File: src/rtl/lit_array.sv
// Clause evaluator over a store of NUM_LITS 3-bit literals: reports sat/unit/conflict and can write back the implied literal.
// Optional build macro CCLAUSE_CNT_EN adds an 8-bit saturating conflict counter output (cclause_cnt_o).
module lit_array #(
  parameter int NUM_LITS = 8
) (
  input  logic                  clk,
  input  logic                  rst,
  input  logic                  wr_i,
  input  logic [NUM_LITS*3-1:0] var_value_frombase_i,
  output logic [NUM_LITS*3-1:0] var_value_tobase_o,
  input  logic                  eval_i,
  input  logic                  imp_drv_i,
  input  logic                  cclause_drv_i,
  output logic                  valid_o,
  output logic [1:0]            freelitcnt_o,
  output logic                  clausesat_o,
  output logic                  cclause_o,
  output logic                  unit_o,
  output logic [((NUM_LITS > 2) ? $clog2(NUM_LITS) : 1)-1:0] imp_idx_o
`ifdef CCLAUSE_CNT_EN
  ,
  output logic [7:0]            cclause_cnt_o
`endif
);

  localparam int IDX_W = (NUM_LITS > 2) ? $clog2(NUM_LITS) : 1;

  typedef enum logic [1:0] {IDLE, EVAL, REPORT, IMPLY} state_t;

  state_t             state_reg, state_next;
  logic               load_en, imply_en;
  logic               any_true, any_present, found_free;
  logic [1:0]         free_cnt;
  logic [IDX_W-1:0]   first_free;
  logic               sat_reg, unit_reg, cclause_reg;
  logic [1:0]         free_reg;
  logic [IDX_W-1:0]   idx_reg;

  // Each literal is its own register so the load and the implied write never share a driver.
  for (genvar gi = 0; gi < NUM_LITS; gi++) begin : g_lit
    logic [2:0] lit_reg;
    always_ff @(posedge clk) begin
      if (rst) begin
        lit_reg <= 3'b000;
      end else if (load_en) begin
        lit_reg <= var_value_frombase_i[(NUM_LITS-1-gi)*3 +: 3];
      end else if (imply_en && (idx_reg == IDX_W'(gi))) begin
        lit_reg <= 3'b110;
      end
    end
    assign var_value_tobase_o[(NUM_LITS-1-gi)*3 +: 3] = lit_reg;
  end

  // Clause scan; the imp bit is irrelevant here, only val[1:0] matters.
  always_comb begin
    any_true    = 1'b0;
    any_present = 1'b0;
    found_free  = 1'b0;
    free_cnt    = 2'd0;
    first_free  = '0;
    for (int i = 0; i < NUM_LITS; i++) begin
      if (var_value_tobase_o[(NUM_LITS-1-i)*3 +: 2] == 2'b10) any_true = 1'b1;
      if (var_value_tobase_o[(NUM_LITS-1-i)*3 +: 2] != 2'b00) any_present = 1'b1;
      if (var_value_tobase_o[(NUM_LITS-1-i)*3 +: 2] == 2'b11) begin
        if (free_cnt != 2'd2) free_cnt = free_cnt + 2'd1;
        if (!found_free) first_free = IDX_W'(i);
        found_free = 1'b1;
      end
    end
  end

  always_comb begin
    state_next = state_reg;
    load_en    = 1'b0;
    imply_en   = 1'b0;
    case (state_reg)
      IDLE: begin
        if (wr_i) load_en = 1'b1;
        else if (eval_i) state_next = EVAL;
      end
      EVAL:   state_next = REPORT;
      REPORT: begin
        if (unit_reg && imp_drv_i) begin
          state_next = IMPLY;
          imply_en   = 1'b1;
        end else begin
          state_next = IDLE;
        end
      end
      IMPLY:   state_next = IDLE;
      default: state_next = IDLE;
    endcase
  end

  always_ff @(posedge clk) begin
    if (rst) state_reg <= IDLE;
    else     state_reg <= state_next;
  end

  // Status is captured at the end of EVAL so it is valid throughout REPORT and held afterwards.
  always_ff @(posedge clk) begin
    if (rst || load_en) begin
      sat_reg     <= 1'b0;
      unit_reg    <= 1'b0;
      cclause_reg <= 1'b0;
      free_reg    <= 2'd0;
      idx_reg     <= '0;
    end else if (state_reg == EVAL) begin
      sat_reg     <= any_true;
      free_reg    <= free_cnt;
      unit_reg    <= !any_true && (free_cnt == 2'd1);
      idx_reg     <= (!any_true && (free_cnt == 2'd1)) ? first_free : '0;
      cclause_reg <= !any_true && (free_cnt == 2'd0) && any_present;
    end else if (cclause_drv_i && cclause_reg) begin
      cclause_reg <= 1'b0;
    end
  end

  assign valid_o      = (state_reg == REPORT);
  assign clausesat_o  = sat_reg;
  assign unit_o       = unit_reg;
  assign cclause_o    = cclause_reg;
  assign freelitcnt_o = free_reg;
  assign imp_idx_o    = idx_reg;

`ifdef CCLAUSE_CNT_EN
  logic [7:0] cnt_reg;
  always_ff @(posedge clk) begin
    if (rst || load_en) begin
      cnt_reg <= 8'd0;
    end else if ((state_reg == REPORT) && cclause_reg && (cnt_reg != 8'hFF)) begin
      cnt_reg <= cnt_reg + 8'd1;
    end
  end
  assign cclause_cnt_o = cnt_reg;
`endif

endmodule
File: config.mk
export PLATFORM = sky130hd
export DESIGN_NAME = lit_array
export DESIGN_NICKNAME = d
export VERILOG_FILES = /design/src/rtl/lit_array.sv
export SDC_FILE = /design/constraint.sdc
export NUM_CORES = 1
export LEC_CHECK = 0
export BUFFER_PORTS_ARGS = -buffer_cell sky130_fd_sc_hd__buf_4
export CORE_MARGIN = 4
export CORE_UTILIZATION = 56
export DETAILED_ROUTE_END_ITERATION = 7
export PLACE_DENSITY_LB_ADDON = 0.3
export SETUP_SLACK_MARGIN = 0.05
export SLEW_MARGIN = 10
export SYNTH_ARGS = -nofsm -noshare
export SYNTH_HDL_FRONTEND = slang
export SYNTH_SLANG_ARGS = --single-unit
File: constraint.sdc
create_clock -name clk -period 7.08 [get_ports clk]
set_clock_uncertainty 0.05 [all_clocks]
set_input_delay 0 -clock clk [delete_from_list [all_inputs] [get_ports clk]]
set_output_delay 0 -clock clk [all_outputs]
set_load 0.01 [all_outputs]
==> After elaboration in Yosys (flattened, before gate mapping) <==
Index checks and enable logic that the tools add are counted.
{ "word_totals": {"regBits": 34, "word_cells": 172} }
{ "classes": {"add_sub_neg": 7, "n_eq_ne": 36, "mux": 79, "n_reduce_logical": 36} }
{ "op_table": {"columns": ["cell", "count"], "rows": [
  ["$mux W3", 29],
  ["$eq A2 B2 Y1 const B", 18],
  ["$mux W2", 17],
  ["$reduce_bool A2 Y1", 17],
  ["$mux W1", 32],
  ["$ne A2 B2 Y1 const B", 9],
  ["$add A2 B1 Y2 const B", 7],
  ["$logic_and A1 B1 Y1", 13],
  ["$eq A3 B3 Y1 const B", 4],
  ["$pmux W2 S4", 1],
  ["$eq A3 B2 Y1 const B", 2],
  ["$eq A2 B1 Y1 const B", 2],
  ["$logic_not A2 Y1", 2],
  ["$eq A3 B1 Y1 const B", 1],
  ["$logic_not A3 Y1", 1],
  ["$reduce_and A2 Y1", 1],
  ["$logic_not A1 Y1", 1],
  ["$logic_or A1 B1 Y1", 1]
]} }

==> Logic depth before layout (Yosys ltp) <==
Gate-level depths: netlist of run 1.
{ "logic_depth": {"ltp_word": 27, "depth_mapped": 16} }

==> Worst setup path after synthesis of run 1 <==
No wires, ideal clock.
{ "synth_timing": {"path_type": "register to register", "startpoint": "reg g_lit[0].lit_reg[0]", "endpoint": "reg free_reg[1], in the netlist freelitcnt_o[1]", "setup_time_ps": 119, "arrival_time_ps": 3275, "required_time_ps": 6911, "path_slack_ps": 3636, "stages_incl_launch_ff": 14, "path_buffers": 1, "synth_period_minus_slack_ps": 3444, "cell_sequence": "dfxtp_1 > nand2_1 > ha_1 > clkbuf_1 > xor2_1 > o211a_1 > or4_1 > a211o_1 > a311oi_2 > nor2_1 > ha_1 > mux2i_2 > nor3b_1 > nor2_1"} }
{ "synth_between": {"elab_chain_len": 23, "word_cells_on_any_way": 30} }
{ "synth_lines": {"columns": ["element", "line", "text"], "rows": [
  ["from (decl)", "41", "logic [2:0] lit_reg;"],
  ["from (signal assigned)", "46", "lit_reg <= var_value_frombase_i[(NUM_LITS-1-gi)*3 +: 3];"],
  ["$eq A2 B2 Y1 (*)", "64", "if (var_value_tobase_o[(NUM_LITS-1-i)*3 +: 2] == 2'b11) begin"],
  ["$mux W1 (*)", "64", null],
  ["$add A2 B1 Y2 or $ne A2 B2 Y1 (tied branches)", "65", "if (free_cnt != 2'd2) free_cnt = free_cnt + 2'd1;"],
  ["$mux W2", "65", null],
  ["$mux W2 (*)", "64", null],
  ["$add A2 B1 Y2 or $ne A2 B2 Y1 (tied branches)", "65", null],
  ["$mux W2", "65", null],
  ["$mux W2 (*)", "64", null],
  ["(+7 left out)", null, null],
  ["$mux W2", "65", null],
  ["$mux W2 (*)", "64", null],
  ["$add A2 B1 Y2 or $ne A2 B2 Y1 (tied branches)", "65", null],
  ["$mux W2", "65", null],
  ["$mux W2 (*)", "64", null],
  ["$add A2 B1 Y2 or $ne A2 B2 Y1 (tied branches)", "65", null],
  ["$mux W2", "65", null],
  ["$mux W2 (*)", "64", null],
  ["to (signal assigned)", "110", "free_reg <= free_cnt;"],
  ["to (decl)", "36", "logic [1:0] free_reg;"]
]} }
Mark *: on every way between the ends. The rest lies on a longest branch, timed or not.
A chain may end at the register's enable or synchronous reset.

==> Final worst setup path of run 1 <==
Ends and elaborated chain as after synthesis.

==> flow_summary.yaml, run 1 <==
clocking:
  numCtsBuffers: 5
  cts_resized: 0
  hold_buffers: 25
  ctsRootBufferMaster: "clkbuf_8"
  tritoncts: "done"
  cts_buffer_depth: 2
  clkSinkCount: 34
  cts_setup_buffers: 0
  cts.clk_slew.worst_paths_ps: 70
  htree_levels: 2
  worstSkewPairLatency_ps: 300
synthesis:
  synth_common_cells: "nor2_1 (55), dfxtp_1 (34), nand2_1 (25), inv_1 (16), nor3_1 (16)"
  async_reset_ff_share_pct: 0
  synth.avg_cell_area_um2: 7.29
  synthCells: 295
  syn_nets: 331
  yosys.area.top_type: "dfxtp_1"
  synth_most_common_cell: "nor2_1"
  syn_area_um2: 2150
  synth_ff_type: "dfxtp_1"
  ys_seq_area_share_pct: 31.6
  netlist_top_cells_area: "dfxtp_1 (32%), nor2_1 (9.6%), nand2_1 (4.4%)"
  synth_edf_count: 0
  synth_warnings: 0
  ys_ff_latch: 34
  synth.distinct_cells: 57
  yosysTopAreaCellShare_pct: 31.6
timing:
  setup_viol: 0
  clock.fmax_mhz: 269
  tightest_slew_ps: 845
  slew_violations: 0
  relSlewSlack_pct: 43.5
  timing.final.crit_share_pct: 52.4
  setup_tns_ps: 0
  period_needed_ps: 3710
  rsz0062_at_grt: "no"
  hold_viol_final: 0
power:
  peakVddDrop_mv: 0.168
  p_per_area_nw_per_um2: 169
  p_leak_nw: 1.31
  total_power_uw: 502
final_layout:
  largest_reg_flops: 24
  syn2layout_area_growth_pct: 37.7
  nFillCells: 238
  drive_gt1_share_pct: 19.7
  diodes: 0
  nNetsFinal: 411
drt:
  wl_per_cell_um: 18.2
  drcViolationCount: 0
  drt-initial-drc-count: 265
  firstDrtPassIters: 7
  m1WireLength_mm: 3.01
  vias: 2722
  wl_met3_um: 700
  wl_met2_mm: 3.68
  via_per_inst: 6.42
  totalWireLength_mm: 7.72
  antenna_left: 0
  top_layer: "met4"
global_routing:
  grt_pass1_wl_mm: 12.7
  grt_pass1_vias: 2621
  grt_util_all_layers_pct: 31.8
  grt_max_degree: 29
  grt-ovfl-total: 0
  antenna_found_initial: 0
die:
  die_h_um: 70.0
  die-area_um2: 4900
  pin_count: 63
  die_x_um: 70.0
  core_um2: 3690
  rows: 22
  start_util_pct: 58.3
critical_path:
  end_kind: "flop"
  critical_path_arrival_ps: 3850
  worst_setup_path_start_kind: "flop"
  required_ps: 7220
  worstReg2RegStart: "g_lit[0].lit_reg[0]$_SDFFE_PP0P_"
  crit_path_start: "g_lit[0].lit_reg[0]$_SDFFE_PP0P_"
  worstSetupPathType: "flop to flop"
  worstPathMaxFanout: 9
worst_hold_path:
  min_from: "var_value_frombase_i[4]"
  hp-class: "input port to flop"
run_status:
  status: "finished, final reports clean"
placement:
  hpwl_mm: 4.60
  numPortBuffers: 62
  place_congestion: 0.960
flow_run:
  max_cap_violations: 0
## final cells by class
class                           instances  area [um2]  area share (%)
Inverter                               16        60.1            2.03
Clock inverter                          1        5.00           0.169
Sequential cell                        34         681            23.0
Timing Repair Buffer                   87         716            24.2
Clock buffer                            7        86.3            2.92
Multi-Input combinational cell        231        1350            45.7
Tap cell                               48        60.1            2.03
## critical path: stages (launching register included)
cell and delay (ps):
dfxtp_1 440, nand2_1 150, ha_1 440, xor2_1 210
o211a_1 250, or4_1 500, a211o_1 320, a311oi_2 330
nor2_1 80, ha_1 290, mux2i_2 220, nor3b_1 240
nor2_1 70
## report_power, final
part,leakage (nW),switching (mW),internal [mW]
Clock,0.0482,0.0768,0.0786
Combinational,0.987,0.0670,0.0596
Sequential,0.280,0.0167,0.203
## cells in the final DEF (no fill, tap or decap), types with 5 or more instances in the layout
cell and instances:
buf_4 62, nor2_1 55, dfxtp_1 34, nand2_1 25, dlygate4sd3_1 25, nor3_1 16
inv_1 16, o21ai_0 15, a21oi_1 11, a22oi_1 8, and2_1 7, a211oi_1 7
nor4_1 6, ha_1 6, clkbuf_8 6, nand3_1 5, nand4_1 5, o21ai_1 5
## layer usage
| layer | up-vias | global-route usage, % |
|---|---|---|
| li1 | 1225 | - |
| met1 | 1257 | 37.1 |
| met2 | 194 | 52.8 |
| met3 | 46 | 8.35 |
| met4 | 0 | 17.0 |
| met5 | - | 0 |
## through the flow
stage               worst slack [ps]  hold WS, ps  utilization, %  std cells  cell area [um2]
global placement                3580          173            71.0        391             2620
global route                    3140         29.2            80.3        424             2960
finish                          3370         17.7            80.3        424             2960
CTS                             3470         9.05            80.3        424             2960
detailed placement              3510          184            71.0        391             2620
floorplan                       3640         86.0               -        295             2150
## final timing paths
| path | endpoint | slack [ps] | depth (start not counted) |
|---|---|---|---|
| worst min-delay path | g_lit[6].lit_reg[1]$_SDFFE_PP0P_ | 20 | 3 |
| worst max-delay path | freelitcnt_o[1]$_SDFFE_PP0P_ | 3370 | 12 |
| worst min register to register | freelitcnt_o[0]$_SDFFE_PP0P_ | 420 | 2 |
| worst max register to register | freelitcnt_o[1]$_SDFFE_PP0P_ | 3370 | 12 |
## cell families (layout without fill, tap and decap cells)
| group | after synthesis | after routing | share of synthesized area [%] |
|---|---|---|---|
| muxes | 4 | 4 | 2.09 |
| buffers and inverters | 30 | 111 | 5.41 |
| DFF | 34 | 34 | 31.6 |
| adders and majority gates | 6 | 6 | 3.49 |
| xor gates and xnor gates | 1 | 1 | 0.407 |
| and+or+nand+nor | 140 | 140 | 31.2 |
| AOI/OAI and AO/OA | 80 | 80 | 25.7 |
Note: power is estimated with default switching activity, not from simulation.
==> run 2, diff against run 1 <==
--- a/config.mk
+++ b/config.mk
@@ -7,7 +7,7 @@
 export LEC_CHECK = 0
 export BUFFER_PORTS_ARGS = -buffer_cell sky130_fd_sc_hd__buf_4
 export CORE_MARGIN = 4
-export CORE_UTILIZATION = 56
+export CORE_UTILIZATION = 52
 export DETAILED_ROUTE_END_ITERATION = 7
 export PLACE_DENSITY_LB_ADDON = 0.3
 export SETUP_SLACK_MARGIN = 0.05
==> constraint.sdc (replaced) <==
create_clock -name clk -period 3.5 [get_ports clk]
set_clock_uncertainty 0.05 [all_clocks]
set_input_delay 0 -clock clk [delete_from_list [all_inputs] [get_ports clk]]
set_output_delay 0 -clock clk [all_outputs]
set_load 0.01 [all_outputs]
==> run 2 against run 1 <==
Critical path type unchanged. The run now ends with negative hold slack left. Combinational power increased by 120%. Largest cell class unchanged. Largest power group unchanged. Clock power increased by 85%. Power increased by 100%. Design area increased by 7.1%. Sequential share of layout area decreased by 1.2 points.
==> flow_summary.yaml, run 2 (same netlist as run 1, synthesis figures left out) <==
global_routing:
  busiest_layer: "met2"
  grt_util_all_layers_pct: 28.3
  grt_util_met1_pct: 32.8
  grt_pass1_wl_mm: 11.7
  grt_max_degree: 29
  use_met2_pct: 47.8
  grt.met3_usage_pct: 6.51
  grt_pass1_vias: 2466
  grt-ovfl-total: 0
  antenna_found_initial: 0
flow_run:
  max_cap_violations: 0
final_layout:
  register_area_um2: 691
  stdcell_area_um2: 3170
  final_cell_mix: "buf_4 (76), nor2_1 (55), dfxtp_1 (30), dlygate4sd3_1 (24), nand2_1 (23)"
  largest_reg_flops: 24
  drive_gt1_share_pct: 27.1
  nFillCells: 244
  multi_input_area_um2: 1460
  mostFrequentLayoutCell: "buf_4"
  syn2layout_area_growth_pct: 47.4
  fin_util_pct: 79.3
  nNetsFinal: 424
  diodes: 0
clocking:
  worstSkewPairLatency_ps: 280
  htree_levels: 2
  numCtsBuffers: 5
  clkSinkCount: 34
  ctsRootBufferMaster: "clkbuf_8"
  tritoncts: "done"
  cts_buffer_depth: 2
  cts.clk_slew.worst_paths_ps: 60
timing:
  relSlewSlack_pct: 48.2
  setup_viol: 0
  tightest_slew_ps: 776
  clock.fmax_mhz: 299
  rsz0062_at_grt: "no"
  hold_viol_final: 1
  timing.final.crit_share_pct: 95.4
  whs_ps: -1.55
  slew_violations: 0
  period_needed_ps: 3340
placement:
  numPortBuffers: 62
  place_congestion: 0.872
  hpwl_mm: 4.85
  postPlaceCellArea_um2: 2690
die:
  die-area_um2: 5230
  pin_count: 63
  die_h_um: 72.3
  start_util_pct: 53.8
  core_um2: 4000
  die_x_um: 72.3
  rows: 23
drt:
  antenna_left: 0
  drt-initial-drc-count: 216
  totalWireLength_mm: 7.84
  via_per_inst: 6.30
  drcViolationCount: 0
  vias: 2753
  firstDrtPassIters: 6
  wl_per_cell_um: 17.9
power:
  p_per_area_nw_per_um2: 318
  peakVddDrop_mv: 0.360
  p_leak_nw: 1.40
critical_path:
  critical_path_arrival_ps: 3460
  required_ps: 3630
  worstPathMaxFanout: 4
  worstSetupPathType: "flop to flop"
  end_kind: "flop"
  worst_setup_path_start_kind: "flop"
run_status:
  status: "complete, but fails checks"
  violations: "negative hold slack"
worst_hold_path:
  hp-class: "input port to flop"
==> run 2: changes by cell type in the layout (fill, tap and decap cells not counted), moves of 3 or more <==
cell     before  now
dfxtp_1      34   30
buf_4        62   76
ha_1          6    2
ha_4          0    3
==> run 2: repair_timing <==
action,4_1_cts,5_1_grt
gates cloned,0,0
setup buffers,0,5
pin swaps,0,9
endpoints found under the hold margin,24,0
resized for setup,7,24
setup endpoints to repair,5,6
hold buffers,24,0
==> run 2: final timing paths <==
path                                                       start                               end  slack, ps  cells after the start
worst min register to register               unit_o$_SDFFE_PP0P_               unit_o$_SDFFE_PP0P_        420                      2
worst min-delay path                    var_value_frombase_i[22]  g_lit[0].lit_reg[1]$_SDFFE_PP0P_         -2                      3
worst max-delay path            g_lit[0].lit_reg[1]$_SDFFE_PP0P_      freelitcnt_o[1]$_SDFFE_PP0P_        160                     12
worst max register to register  g_lit[0].lit_reg[1]$_SDFFE_PP0P_      freelitcnt_o[1]$_SDFFE_PP0P_        160                     12
==> run 2: worst max-delay path, cell delays in order (launching register included) <==
cell,delay [ps]
dfxtp_4,360
nand2_4,100
ha_4,150
and3_4,210
mux2_4,330
or4_4,530
a211o_1,280
a311oi_2,320
nor2_1,90
ha_1,340
mux2i_4,190
nor3b_4,220
nor2_1,60
==> run 2: report_power, final <==
part           switching [mW]  internal [mW]  total, mW
Clock                   0.134          0.152      0.286
Combinational           0.148          0.135      0.282
Sequential             0.0275          0.411      0.439
Total                   0.309          0.698       1.01
==> run 2: cell type report <==
| class | instances | area share [%] |
|---|---|---|
| multi-input cells | 231 | 46.2 |
| clock buffers | 6 | 2.60 |
| repair buffers | 100 | 25.6 |
| flip-flops and latches | 34 | 21.8 |
| well taps | 50 | 1.97 |
| inverters | 16 | 1.89 |
==> run 2: per-layer routing <==
| layer | routed length [um] | up-vias |
|---|---|---|
| li1 | - | 1252 |
| met1 | 3050 | 1298 |
| met2 | 3850 | 159 |
| met3 | 580 | 44 |
| met4 | 356 | 0 |
| met5 | 0 | - |
==> run 2: through the flow <==
step | setup TNS [ps] | hold WS [ps] | power (mW) | instances | worst slack [ps]
global placement | 0 | 184 | 0.670 | 402 | 104
finish | 0 | -1.55 | 1.01 | 437 | 161
global route | 0 | 3.27 | 1.05 | 437 | 17.7
floorplan | 0 | 86.0 | 0.574 | 295 | 56.2
detailed placement | -95.2 | 188 | 0.674 | 402 | -78.4
CTS | 0 | 6.02 | 0.979 | 432 | 80.8
